===== src/rtl/fir3_pkg.sv =====
// Shared constants and types for the three-parallel FIR stream controller.
package fir3_pkg;

    localparam int unsigned TAPS   = 102;
    localparam int unsigned PAR    = 3;
    localparam int unsigned DEF_DW = 16;
    localparam int unsigned DEF_OW = 64;

    typedef enum logic [1:0] {
        IDLE,
        ISSUE,
        WAIT,
        DRAIN
    } fir3_state_e;

endpackage


===== src/rtl/fir3_stream_ctrl_if.sv =====
// Valid/ready stream bundle; master drives valid/data, slave drives ready.
interface fir3_stream_ctrl_if #(
    parameter int unsigned W = 16
);
    logic                valid;
    logic signed [W-1:0] data;
    logic                ready;

    modport master (output valid, output data, input ready);
    modport slave  (input valid, input data, output ready);
endinterface


===== src/rtl/fir3_out_serializer.sv =====
// Captures one block of filter results and replays them in sample order over valid/ready.
module fir3_out_serializer
    import fir3_pkg::*;
#(
    parameter int unsigned OW = DEF_OW
) (
    input  logic                 clk,
    input  logic                 rst_n,
    input  logic                 load,
    input  logic [1:0]           len,
    input  logic signed [OW-1:0] din1,
    input  logic signed [OW-1:0] din2,
    input  logic signed [OW-1:0] din3,
    output logic                 out_valid,
    output logic signed [OW-1:0] out_data,
    input  logic                 out_ready,
    output logic                 done
);

    logic signed [OW-1:0] cap [PAR];
    logic [1:0]           blk_len;
    logic [1:0]           rd_idx;
    logic                 last;

    assign last = (rd_idx == blk_len - 2'd1);
    assign done = out_valid && out_ready && last;

    always_comb begin
        out_data = '0;
        case (rd_idx)
            2'd0:    out_data = cap[0];
            2'd1:    out_data = cap[1];
            2'd2:    out_data = cap[2];
            default: out_data = '0;
        endcase
    end

    always_ff @(posedge clk) begin
        if (!rst_n) begin
            for (int i = 0; i < PAR; i++) begin
                cap[i] <= '0;
            end
            blk_len   <= 2'd0;
            rd_idx    <= 2'd0;
            out_valid <= 1'b0;
        end else if (load) begin
            cap[0]    <= din1;
            cap[1]    <= din2;
            cap[2]    <= din3;
            blk_len   <= len;
            rd_idx    <= 2'd0;
            out_valid <= 1'b1;
        end else if (out_valid && out_ready) begin
            // Rewind on the last beat so the index never points past the buffer.
            if (last) begin
                out_valid <= 1'b0;
                rd_idx    <= 2'd0;
            end else begin
                rd_idx <= rd_idx + 2'd1;
            end
        end
    end

endmodule


===== src/rtl/fir3_stream_ctrl.sv =====
// Packs serial samples into 3-sample blocks, strobes the enable-gated FIR, and serializes results.
module fir3_stream_ctrl
    import fir3_pkg::*;
#(
    parameter int unsigned DW      = DEF_DW,
    parameter int unsigned OW      = DEF_OW,
    parameter int unsigned FIR_LAT = 1
) (
    input  logic                 clk,
    input  logic                 rst_n,
    fir3_stream_ctrl_if.slave    src,
    input  logic                 flush,
    output logic                 fir_en,
    output logic signed [DW-1:0] fir_din1,
    output logic signed [DW-1:0] fir_din2,
    output logic signed [DW-1:0] fir_din3,
    input  logic signed [OW-1:0] fir_dout1,
    input  logic signed [OW-1:0] fir_dout2,
    input  logic signed [OW-1:0] fir_dout3,
    fir3_stream_ctrl_if.master   snk,
    output logic                 busy,
    output logic [31:0]          blk_count
);

    localparam int unsigned CW = $clog2(FIR_LAT) + 1;

    logic signed [DW-1:0] slot [PAR];
    logic [1:0]           wr_idx;
    logic [1:0]           wr_next;
    logic [1:0]           blk_len;
    logic [1:0]           iss_len;
    logic                 blk_full;
    logic                 hs;
    logic                 flush_ok;

    fir3_state_e          state;
    logic [CW-1:0]        wait_cnt;
    logic                 wait_done;
    logic                 start_issue;
    logic                 load;
    logic                 ser_done;

    assign src.ready = !blk_full;
    assign hs        = src.valid && !blk_full;
    // A same-cycle flush sees the slot count after this cycle's write.
    assign wr_next   = hs ? wr_idx + 2'd1 : wr_idx;
    assign flush_ok  = flush && !blk_full && (wr_next == 2'd1 || wr_next == 2'd2);

    assign fir_din1 = slot[0];
    assign fir_din2 = slot[1];
    assign fir_din3 = slot[2];

    always_ff @(posedge clk) begin
        if (!rst_n) begin
            for (int i = 0; i < PAR; i++) begin
                slot[i] <= '0;
            end
            wr_idx   <= 2'd0;
            blk_len  <= 2'd0;
            blk_full <= 1'b0;
        end else begin
            if (state == ISSUE) begin
                blk_full <= 1'b0;
            end
            if (hs) begin
                slot[wr_idx] <= src.data;
            end
            if (hs && wr_idx == 2'd2) begin
                blk_full <= 1'b1;
                blk_len  <= 2'd3;
                wr_idx   <= 2'd0;
            end else if (flush_ok) begin
                for (int i = 0; i < PAR; i++) begin
                    if (i >= int'(wr_next)) begin
                        slot[i] <= '0;
                    end
                end
                blk_full <= 1'b1;
                blk_len  <= wr_next;
                wr_idx   <= 2'd0;
            end else if (hs) begin
                wr_idx <= wr_idx + 2'd1;
            end
        end
    end

    assign wait_done   = (wait_cnt == CW'(FIR_LAT - 1));
    assign load        = (state == WAIT) && wait_done;
    // Issuing straight out of the final drain beat keeps the steady-state rate at 5 cycles/block.
    assign start_issue = blk_full && ((state == IDLE) || (state == DRAIN && ser_done));
    assign busy        = blk_full || (state != IDLE);

    always_ff @(posedge clk) begin
        if (!rst_n) begin
            state     <= IDLE;
            fir_en    <= 1'b0;
            blk_count <= 32'd0;
            wait_cnt  <= '0;
            iss_len   <= 2'd0;
        end else begin
            fir_en <= start_issue;
            if (start_issue) begin
                state     <= ISSUE;
                blk_count <= blk_count + 32'd1;
                iss_len   <= blk_len;
            end else begin
                unique case (state)
                    IDLE: state <= IDLE;
                    ISSUE: begin
                        state    <= WAIT;
                        wait_cnt <= '0;
                    end
                    WAIT: begin
                        if (wait_done) begin
                            state <= DRAIN;
                        end else begin
                            wait_cnt <= wait_cnt + 1'b1;
                        end
                    end
                    DRAIN: begin
                        if (ser_done) begin
                            state <= IDLE;
                        end
                    end
                    default: state <= IDLE;
                endcase
            end
        end
    end

    fir3_out_serializer #(
        .OW (OW)
    ) u_ser (
        .clk       (clk),
        .rst_n     (rst_n),
        .load      (load),
        .len       (iss_len),
        .din1      (fir_dout1),
        .din2      (fir_dout2),
        .din3      (fir_dout3),
        .out_valid (snk.valid),
        .out_data  (snk.data),
        .out_ready (snk.ready),
        .done      (ser_done)
    );

endmodule


===== src/flat_wrapper.sv =====
// flat-port wrapper written by rule: the top's interface ports become plain ports
module fir3_stream_ctrl_flat import fir3_pkg::*;
#(
    parameter int unsigned DW      = DEF_DW,
    parameter int unsigned OW      = DEF_OW,
    parameter int unsigned FIR_LAT = 1
)
  (clk, rst_n, flush, fir_en, fir_din1, fir_din2, fir_din3, fir_dout1, fir_dout2, fir_dout3, busy, blk_count, src_valid, src_data, src_ready, snk_valid, snk_data, snk_ready);
  fir3_stream_ctrl_if #(.W(DW)) src_i ();
  fir3_stream_ctrl_if #(.W(OW)) snk_i ();
  input  logic clk;
  input  logic rst_n;
  input  logic flush;
  output logic fir_en;
  output logic signed [DW-1:0] fir_din1;
  output logic signed [DW-1:0] fir_din2;
  output logic signed [DW-1:0] fir_din3;
  input  logic signed [OW-1:0] fir_dout1;
  input  logic signed [OW-1:0] fir_dout2;
  input  logic signed [OW-1:0] fir_dout3;
  output logic busy;
  output logic [31:0] blk_count;
  input wire logic [$bits(src_i.valid)-1:0] src_valid;
  input wire logic [$bits(src_i.data)-1:0] src_data;
  output wire logic [$bits(src_i.ready)-1:0] src_ready;
  output wire logic [$bits(snk_i.valid)-1:0] snk_valid;
  output wire logic [$bits(snk_i.data)-1:0] snk_data;
  input wire logic [$bits(snk_i.ready)-1:0] snk_ready;
  assign src_i.valid = src_valid;
  assign src_i.data = src_data;
  assign src_ready = src_i.ready;
  assign snk_valid = snk_i.valid;
  assign snk_data = snk_i.data;
  assign snk_i.ready = snk_ready;
  fir3_stream_ctrl #(.DW(DW), .OW(OW), .FIR_LAT(FIR_LAT)) u_core (.clk(clk), .rst_n(rst_n), .src(src_i), .flush(flush), .fir_en(fir_en), .fir_din1(fir_din1), .fir_din2(fir_din2), .fir_din3(fir_din3), .fir_dout1(fir_dout1), .fir_dout2(fir_dout2), .fir_dout3(fir_dout3), .snk(snk_i), .busy(busy), .blk_count(blk_count));
endmodule

===== config.mk =====
export PLATFORM = sky130hd
export DESIGN_NAME = fir3_stream_ctrl_flat
export DESIGN_NICKNAME = d
export VERILOG_FILES = /design/src/rtl/fir3_pkg.sv /design/src/rtl/fir3_stream_ctrl_if.sv /design/src/rtl/fir3_out_serializer.sv /design/src/rtl/fir3_stream_ctrl.sv /design/src/flat_wrapper.sv
export SDC_FILE = /design/constraint.sdc
export NUM_CORES = 1
export LEC_CHECK = 0
export CORE_MARGIN = 2
export CORE_UTILIZATION = 51
export CTS_CLUSTER_SIZE = 20
export DETAILED_ROUTE_END_ITERATION = 8
export PLACE_DENSITY = 0.9
export SLEW_MARGIN = 20
export SYNTH_ARGS = -nofsm -noshare
export SYNTH_HDL_FRONTEND = slang
export SYNTH_SLANG_ARGS = --single-unit
export TNS_END_PERCENT = 100

===== constraint.sdc =====
create_clock -name clk -period 15.15 [get_ports clk]
set_clock_uncertainty 0.05 [all_clocks]
set_input_delay 2.2725 -clock clk [delete_from_list [all_inputs] [get_ports clk]]
set_output_delay 2.2725 -clock clk [all_outputs]
set_load 0.02 [all_outputs]

Word level (Yosys, flattened, before mapping)

Memory sizes are Yosys's and may differ from the RTL's.
Index checks and enable logic that the tools add are counted.
W data, S select, Z words.

Flip-flop bits (word level): 48
Bits of input ports: 213
Memory bits (read-only): 0
RAM bits: 240
Latch bits: 0
Memories kept: 2
Output and inout port bits: 148
Logic and storage cells: 121

Memories:

| name             | depth | bits a word | read ports | clocked after Yosys merged registers in | wr ports | RTL line                  | text |
|---|---|---|---|---|---|---|---|
| u_core.u_ser.cap | 3     | 64          | 3          | 0                                       | 3        | fir3_out_serializer.sv:20 | `logic signed [OW-1:0] cap [PAR];` |
| u_core.slot      | 3     | 16          | 3          | 0                                       | 3        | fir3_stream_ctrl.sv:27    | `logic signed [DW-1:0] slot [PAR];` |

Multiply operators: 0
Divide/modulo/power cells: 0
Eq/ne operators: 13
Order comparisons: 3
Muxes and demuxes: 48
Shift operators: 0
Reduce and logical (&&, ||, !) cells: 29
Add/subtract/negate cells: 5
Bitwise gates (word level): 9

Operators by type and width:

| cell                    | count |
|---|---|
| $mux W64                | 3 |
| $pmux W64 S3            | 1 |
| $mux W16                | 4 |
| $add A32 B1 Y32 const B | 1 |
| $mux W1                 | 31 |
| $reduce_or A16 Y1       | 1 |
| $mux W2                 | 7 |
| $eq A2 B2 Y1 const B    | 5 |
| $reduce_bool A2 Y1      | 5 |
| $logic_and A1 B1 Y1     | 9 |
| $pmux W2 S4             | 1 |
| $reduce_and A2 Y1       | 4 |
| $eq A2 B1 Y1 const B    | 3 |
| $or A1 B1 Y1            | 6 |
| $add A2 B1 Y2 const B   | 2 |
| $ge A1 B2 Y1 const A    | 2 |
| $logic_not A2 Y1        | 2 |
| $reduce_or A2 Y1        | 2 |
| $logic_or A1 B1 Y1      | 3 |
| $ne A3 B1 Y1 const B    | 1 |
| $ne A3 B3 Y1 const B    | 1 |
| $not A1 Y1              | 3 |
| $reduce_bool A3 Y1      | 1 |
| $reduce_or A3 Y1        | 1 |
| 8 further kinds         | 8 |

Longest topological paths before layout

Gate-level depths: netlist (run 1).

Depth after elaboration: 12
Depth in mapped cells: 9
Gate-level depth less buffers: 8

By module

From an unflattened synthesis (run 1), not the netlist that was laid out.

Cell total of the unflattened synthesis: 953
Area total of the unflattened synthesis: 12,473.2 um2

Modules (own cells, without submodules):

| module              | instances | sequential area each (um2) | cells an instance | area an instance (um2) |
|---|---|---|---|---|
| fir3_out_serializer | 1         | 5,865.6                    | 612               | 8,503.2 |
| fir3_stream_ctrl    | 1         | 2,282.2                    | 341               | 3,970.1 |

Worst setup path before layout (run 1)

Ideal clock, no wire load.

Kind: input to register
Start point: input rst_n
End point: register u_core.u_ser.rd_idx[0]
Data required time: 14.980 ns
Stages: 4
Setup time: 0.120 ns
Data arrival time: 7.326 ns
Buffers on the path: 1
Setup slack: 7.654 ns
Cells stage by stage: clkbuf_1 -> nand2b_1 -> nand2b_1 -> nor2_1

Word-level cells in the longest chain between the ends: 2

RTL lines:

| item                              | RTL line                  | text |
|---|---|---|
| start: declaration                | flat_wrapper.sv:12        | `input logic rst_n;` |
| $not A1 Y1 (no source line)       | n/a                       |  |
| $reduce_or A2 Y1 (no source line) | n/a                       |  |
| end signal: assignment            | fir3_out_serializer.sv:59 | `rd_idx <= rd_idx + 2'd1;` |
| end: declaration                  | fir3_out_serializer.sv:22 | `logic [1:0] rd_idx;` |

No other way between the ends.
A chain may end at the register's enable or synchronous reset.

Worst setup path after layout (run 1)

Start point: register u_core.u_ser.rd_idx[0]
End point: output snk_data[61]

Word-level cells in the longest chain between the ends: 2
Elaborated cells on any way between the ends: 4
Those cells by class: 2 x eq/ne; 1 x mux; 1 x reduce/logical

RTL lines:

| item                                 | RTL line                  | text |
|---|---|---|
| $eq A2 B2 Y1 (tied with other cells) | fir3_out_serializer.sv:30 | `case (rd_idx)` |
| $pmux W64 S3 *                       | fir3_out_serializer.sv:30 |  |
| end: declaration                     | flat_wrapper.sv:27        | `output wire logic [$bits(snk_i.data)-1:0] snk_data;` |

Every way passes the cells marked *; elsewhere a longest branch is shown, timed or not.

==> results of run 1 <==
-- worst paths after layout --
path / from / end / slack (ns) / depth (start not counted)
worst max register to register: u_core.state[0] / u_core.u_ser.cap[0][59] / 11.53 / 5
worst min register to register: u_core.iss_len[1] / u_core.iss_len[1] / 0.41 / 2
worst max-delay path: u_core.u_ser.rd_idx[0] / snk_data[61] / 9.57 / 6
worst min-delay path: u_core.iss_len[1] / u_core.iss_len[1] / 0.41 / 2
-- metal layers --
metal	vias to the layer above	part of all wire [%]
met1	4603	38
met4	2	3.3
met2	457	51
li1	4391	-
met5	-	0.047
met3	80	7.4
-- stage by stage --
stage	total power, uW	hold slack, ns
CTS	2620	0.416
finish	2610	0.414
floorplan	1530	0.384
global placement	1830	0.403
global route	2710	0.427
detailed placement	1860	0.402
-- power breakdown --
part | internal, uW | switching (uW) | total (uW)
Combinational | 304 | 413 | 717
Clock | 460 | 300 | 759
Sequential | 1070 | 61.7 | 1130
Total | 1840 | 774 | 2610
-- final cells by class --
| class | count | share of cell area (%) |
|---|---|---|
| inverter | 16 | 0.351 |
| tap | 319 | 2.33 |
| multi-input combinational | 587 | 22.2 |
| timing repair buffer | 371 | 21.5 |
| sequential | 287 | 47.6 |
| clock inverter | 16 | 1.04 |
| antenna | 2 | 0.0292 |
| clock buffer | 40 | 4.96 |
-- registers in the layout, indices dropped and copies added (netlist names) --
| name | count |
|---|---|
| u_core.u_ser.rd_idx | 2 |
| u_core.wr_idx | 2 |
| u_core.blk_count | 32 |
| u_core.u_ser.blk_len | 2 |
| u_core.u_ser.out_valid | 1 |
| u_core.blk_full | 1 |
| u_core.blk_len | 2 |
| u_core.state | 2 |
| u_core.slot | 48 |
| u_core.fir_en | 1 |
| u_core.u_ser.cap | 192 |
| u_core.iss_len | 2 |
-- logic make-up (layout without fill, tap and decap cells) --
group / count (synthesis) / in the layout / share of synthesized area, %
other: 0 / 2 / 0
DFF: 287 / 287 / 66.1
AOI/OAI and AO/OA: 138 / 138 / 8.50
muxes: 10 / 10 / 0.833
and+or+nand+nor: 421 / 421 / 19.6
xor gates and xnor gates: 4 / 4 / 0.284
adders and majority gates: 14 / 14 / 1.42
buffers and inverters: 105 / 443 / 3.22
-- synthesized netlist by cell type --
master and number:
sky130_fd_sc_hd__or3_2 2, sky130_fd_sc_hd__buf_2 2, sky130_fd_sc_hd__a222oi_1 64, sky130_fd_sc_hd__nor2b_1 1
sky130_fd_sc_hd__edfxtp_1 240, sky130_fd_sc_hd__and3_1 198, sky130_fd_sc_hd__nor3_1 4, sky130_fd_sc_hd__nor4b_4 1
sky130_fd_sc_hd__ha_1 14, sky130_fd_sc_hd__nand4_2 2, sky130_fd_sc_hd__nor2_2 1, sky130_fd_sc_hd__nand2b_1 5
sky130_fd_sc_hd__clkbuf_1 80, sky130_fd_sc_hd__inv_1 16, sky130_fd_sc_hd__and4_1 1, sky130_fd_sc_hd__or4_1 9
sky130_fd_sc_hd__o21ai_0 22, sky130_fd_sc_hd__and2_1 50, sky130_fd_sc_hd__o31ai_1 9, sky130_fd_sc_hd__nand2_1 32
sky130_fd_sc_hd__mux2i_1 8, sky130_fd_sc_hd__a21oi_1 38, sky130_fd_sc_hd__or3_1 15, sky130_fd_sc_hd__nor2_1 80
sky130_fd_sc_hd__nand4_1 5, sky130_fd_sc_hd__o21a_1 3, sky130_fd_sc_hd__nand4b_1 5, sky130_fd_sc_hd__a21o_1 1
sky130_fd_sc_hd__dfxtp_1 47, sky130_fd_sc_hd__xnor2_1 4, sky130_fd_sc_hd__nor3b_1 1, sky130_fd_sc_hd__nand3_4 1
sky130_fd_sc_hd__and4_2 1, sky130_fd_sc_hd__a211o_1 1, sky130_fd_sc_hd__buf_1 7, sky130_fd_sc_hd__mux2_2 2
sky130_fd_sc_hd__nand3_1 7
-- critical path: stages, from the launching register on --
cell and delay [ns]:
sky130_fd_sc_hd__dfxtp_1 0.36, sky130_fd_sc_hd__inv_1 0.14, sky130_fd_sc_hd__ha_2 0.65, sky130_fd_sc_hd__buf_4 0.52, sky130_fd_sc_hd__a222oi_1 0.21, sky130_fd_sc_hd__nor2_1 0.18
sky130_fd_sc_hd__clkdlybuf4s50_1 0.63
==> metrics list, run 1 <==
* Avg Cell Area, Syn: 12.6 um^2
- Count of buffers inserted at the top-level ports: 360
- The floorplan step set the die height to 159 um.
* #FFs+latches synth: 287
- Counting the fill cells in the layout gives 1535.
- In this run the horizontal extent of the chip is 159 um.
- The tightest min-delay check is of the flip-flop to flip-flop type.
- The run finished with clean final reports.
- IR drop worst, VDD: 0.114 mV
- The area growth from synthesis to layout is 39.1%.
- Worst Tran Pin Value: 1.05 ns
* Core Region: 23600 um^2
- Synthesized instance count: 979
- Count of routing violations after the opening detailed-route iteration: 1188
- Based on the critical path, the design can be clocked at up to 179 MHz.
* Setup slack of the critical path after layout: 9.57 ns
- Fin cells: 1638
- Via-to-Cell Ratio: 5.82
- Top-area cell type share of the netlist area: 58.5%
- In the routed design, unresolved DRC markers number 0.
* Number of nets with antenna violations after routing: 0
* Starting density of the core: 52.2%
- Across every metal layer, demand over resource in global routing totals 25.9%.
* Post-route setup TNS: 0 ns
* Post-layout utilization of the core: 72.6%
- Number of placed instances, taps included: 1580
* Areal power density over the cells: 152 nW/um^2
* Register area share after synthesis: 66.1%
- The analysis attributes to cell leakage a power of 0.00696 uW.
- By area the synthesized netlist is led by sky130_fd_sc_hd__edfxtp_1 59%, sky130_fd_sc_hd__and3_1 10%, sky130_fd_sc_hd__dfxtp_1 7.6%, sky130_fd_sc_hd__a222oi_1 5.2%, sky130_fd_sc_hd__and2_1 2.5%.
- Number of clock sinks: 287
* Nets@finish: 1520
* Vias in the first global route: 9300
- Shortest period the worst path allows: 5.58 ns
* Number of vias in the routed layout: 9533
- Sequential cell area: 8150 um^2
* Final hold violations: 0
- Clock tree synthesis inserted a total of 30 buffers.
- Startpoint kind of the worst setup timing path: flip-flop
- Clock latency on the worst-skew pair, taken at its later pin, is 0.54 ns.
- Fraction of layout cells with a size suffix above 1: 5.54%
* Setup-violating endpoint count in the final report: 0
- Clk root buf: sky130_fd_sc_hd__clkbuf_16
* Top library cells by usage in the layout, fill and taps aside: 359 x sky130_fd_sc_hd__clkdlybuf4s50_1, 240 x sky130_fd_sc_hd__edfxtp_1, 198 x sky130_fd_sc_hd__and3_1
- Fraction of met3 tracks used by global routing: 5.11%
- Pin count of the biggest net entering global routing: 139
* Critical path start-end classification: flip-flop to output pin
- Once the clock tree was built, the resizer swapped 0 gates to a different size.
* Routed Wire Length: 34300 um
- Headroom to the max-slew limit: 29.8%
- Total nets after synthesis: 1206
- Aggregate global routing overflow: 0
- The synthesized design spends more area on one cell type than any other, namely sky130_fd_sc_hd__edfxtp_1.
- After clock tree synthesis, the flow added hold-fix buffers numbering 0.
- First-pass GRT wire length: 52300 um
- Top Usage Layer GRT: met2
- STA puts the critical path data required time at 12.83 ns.
- In the global route stage, met1 resource usage came out at 31.4%.
- After clock tree synthesis, the setup repair step added 0 buffers.
- Synthesis warning total: 0
- The finished cells cover 17100 um^2.
* Commonest non-fill, non-tap cell in the layout: sky130_fd_sc_hd__clkdlybuf4s50_1
* Clock-pin slew on the worst setup and hold paths: 0.06 ns
- Crit path capture type: output pin
- CTS H-Tree Depth: 1
- During I/O placement, the number of pins put on the boundary was 361.
- In the final layout, the multi-input gates occupy 3800 um^2.
- Wire length per cell: 20.9 um
- Summed over all nets, the half-perimeter wirelength after detailed placement is 22200 um.
- At the end of routability-driven placement, the weighted congestion stood at 0.820.
- Clock tree from TritonCTS: yes
- In this run the deepest clock path goes through 3 buffers.
- Setup repair after global routing left no endpoint under its margin.
* Count of pins over their slew limit: 0
- In this run the worst path has a maximum fanout of 36.
* Number of detailed-route iterations in the first pass: 7
- Counting distinct cell types in the post-synthesis netlist gives 37.
- The initialized floorplan defines 56 standard-cell rows.
* Arrival time at the worst endpoint: 3.25 ns
- Global routing met2 resource utilization: 46.3%
* Antenna violations before repair: 3
- Summing every instance area after synthesis gives 12300 um^2.
- Area of the die: 25400 um^2
* Post-place instance area: 16100 um^2
- The tool flagged a number of max-cap violations equal to 0.
- Prior to clock tree synthesis, the placed netlist has a worst setup slack of 9.83 ns.
- Fraction of the cycle the final worst path needs: 36.8%
Note: power is estimated with default switching activity, not from simulation.
==> inputs of run 2 (changes only) <==
CORE_UTILIZATION = 43   (was 51)
PLACE_DENSITY = 0.82   (was 0.9)
clock period = 4.96 ns   (was 15.15 ns; I/O delays follow)
==> metrics list, run 2 (same netlist as run 1, synthesis figures left out) <==
- Crit path capture type: output pin
* Wl on met1: 13900 um
* Peak clock frequency supported by timing: 246 MHz
- Traced cell by cell, the critical path runs through inv_1, ha_2, buf_4, a222oi_1, nor2_1, clkdlybuf4s50_1.
- Max-cap violations: 0
* Buffering stage count on the worst path with inverters included: 3
* Start of the worst register-to-register path: u_core.blk_full
- In the final layout, the share of cells above drive strength 1 is 5.91%.
* HPWL Detailed: 22100 um
- Gates resized, CTS repair: 0
- Compared with the post-synthesis result, the final layout area differs by 39.6%.
- Clock tree synthesis inserted a total of 30 buffers.
* Clk root buf: sky130_fd_sc_hd__clkbuf_16
* Shortest period the worst path allows: 4.06 ns
- Setup repair after global routing left no endpoint under its margin.
- Number of stages on the worst setup path: 6
* Clock latency of the later-clocked register in the worst-skew pair: 0.54 ns
- Count of hold buffers inserted by post-cts repair: 0
- Number of flip-flops in the largest register: 192
- Number of nets with antenna violations after routing: 0
- Die width: 173 um
* Nets@finish: 1524
- Detailed routing placed a total of 2380 um of wire on met3.
- Pin count of the biggest net entering global routing: 132
- Sum of internal, switching and leakage power: 7870 uW
* DRC Markers: 0
* CTS H-Tree Depth: 1
- TritonCTS built the clock tree.
- CTS saw 287 sinks.
- All-layer global routing usage: 21.7%
- Worst setup slack after placement: 1.31 ns
* Critical path start-end classification: flip-flop to output pin
- Register-to-register setup slack: 2.09 ns
- In this run the worst path has a maximum fanout of 34.
- The floorplan step defined a die boundary enclosing 30000 um^2.
- Number of buffers on the longest clock path: 3
- Min-Delay Path Class: flip-flop to flip-flop
- For this run, the slowest stage of the critical path takes 0.70 ns.
* Via-to-Cell Ratio: 5.56
* Commonest non-fill, non-tap cell in the layout: sky130_fd_sc_hd__clkdlybuf4s50_1
- Vias in the first global route: 9436
* Boundary pin count: 361
- Setup slack closes at 0.898 ns.
- Crit path max-delay family: buffers and inverters
- Count of routing violations after the opening detailed-route iteration: 1063
- Tracing the worst setup path back leads to its startpoint at u_core.u_ser.rd_idx[0].
* Startpoint kind of the worst setup timing path: flip-flop
- For this run, the detailed router's first-pass iteration total came to 8.
- Measured on the finished design, the core utilization comes to 61.4%.
* Routed Wire Length: 34100 um
- From bottom edge to top edge, the die measures 173 um.
- Antenna violations before repair: 3
- The slowest stage of the critical path belongs to the cell sky130_fd_sc_hd__ha_2.
* Arrival time at the worst endpoint: 3.27 ns
* Setup-violating endpoint count in the final report: 0
* Routed length on met2: 16500 um
- For this design the static power due to leakage is 0.00697 uW.
* Post-route setup TNS: 0 ns
* Fraction of the cycle the final worst path needs: 81.9%
- Largest register by flop count: u_core.u_ser.cap
- IR analysis of the VDD net gives a maximum drop of 0.277 mV.
- Status: completed
- For this design the ratio of total power to cell area is 458 nW/um^2.
- Final hold violations: 0
* Count of buffers inserted at the top-level ports: 360
* Top library cells by usage in the layout, fill and taps aside: 359 x sky130_fd_sc_hd__clkdlybuf4s50_1, 240 x sky130_fd_sc_hd__edfxtp_1, 198 x sky130_fd_sc_hd__and3_1
- Timing endpoint of the critical path: snk_data[58]
* GP Congestion: 0.807
- Post-CTS Setup Inserts: 0
- The layout has 2179 filler cells.
* Number of cell instances on the worst register-to-register path: 8
- The first global-routing pass estimated 52100 um of wire.
- Worst flop-to-flop path endpoint: u_core.slot[1][6]
* Post-place instance area: 16200 um^2
- For this configuration, the core starts out at a cell density of 44.0%.
* Largest registers ranked by flip-flop count: u_core.u_ser.cap (192), u_core.slot (48), u_core.blk_count (32)
* Data required time at the worst endpoint: 4.17 ns
- Clock-pin slew on the worst setup and hold paths: 0.06 ns
- The floorplan step defined a core boundary enclosing 28000 um^2.
- Count of pins over their slew limit: 0
- Headroom to the max-slew limit: 29.8%
- Aggregate global routing overflow: 0
- After detailed routing, the average wire length per cell comes to 20.1 um.
- In this run the top signal layer used is met5.
* Post-route cell area: 17200 um^2
- Worst Tran Pin Value: 1.05 ns
- Floorplan row count: 61
- Number of vias in the routed layout: 9449
==> run 2: cell types whose count changed in the layout (fill, tap and decap cells not counted), sizes merged <==
cell      before  now
buf           12   16
bufinv         4    3
clkbuf        40   36
clkinv        11   14
clkinvlp       0    1
inv           17   16
==> run 2: how the worst min path moves through the flow <==
stage | from | end | cells past startpoint
6_report | u_core.iss_len[0] | u_core.iss_len[0] | 2
5_1_grt | u_core.iss_len[0] | u_core.iss_len[0] | 2
4_1_cts | u_core.iss_len[0] | u_core.iss_len[0] | 2
3_5_place_dp | u_core.iss_len[0] | u_core.iss_len[0] | 2
3_3_place_gp | u_core.iss_len[1] | u_core.iss_len[1] | 2
2_1_floorplan | u_core.iss_len[0] | u_core.iss_len[0] | 2
==> run 2: power breakdown <==
part | internal, uW | switching (uW) | leakage (uW)
Combinational | 942 | 1270 | 0.00360
Sequential | 3270 | 179 | 0.00289
Clock | 1300 | 910 | 0.000482
==> run 2: metal layers <==
metal / up-vias / track usage (%)
met5: - / 0
met4: 2 / 8.90
met3: 74 / 3.73
met2: 373 / 36.8
met1: 4609 / 27.7
li1: 4391 / -
==> run 2: final cells by class <==
cell class | count | area [um^2] | area share [%]
flip-flops and latches | 287 | 8150 | 47.4
multi-input cells | 587 | 3800 | 22.1
repair buffers | 375 | 3740 | 21.7
clock buffers | 36 | 805 | 4.68
well taps | 378 | 473 | 2.75
clock inverters | 18 | 166 | 0.967
inverters | 16 | 60.1 | 0.349
diodes | 2 | 5.00 | 0.0291
==> run 2: worst reg2reg max path, stage by stage (launching register included) <==
cell and delay, ns:
sky130_fd_sc_hd__dfxtp_1 0.40, sky130_fd_sc_hd__nor2b_1 0.31, sky130_fd_sc_hd__nor2_1 0.07, sky130_fd_sc_hd__a21oi_1 0.28
sky130_fd_sc_hd__ha_1 0.21, sky130_fd_sc_hd__nand2_1 0.08, sky130_fd_sc_hd__nor3b_1 0.33, sky130_fd_sc_hd__a21oi_1 0.16
sky130_fd_sc_hd__nand2b_1 0.60
==> run 2: stage by stage <==
step                      cells  hold slack [ns]
after floorplan             979            0.384
after global placement     1643            0.405
after detailed placement   1643            0.408
after CTS                  1697            0.422
after global routing       1699            0.445
final                      1699            0.417
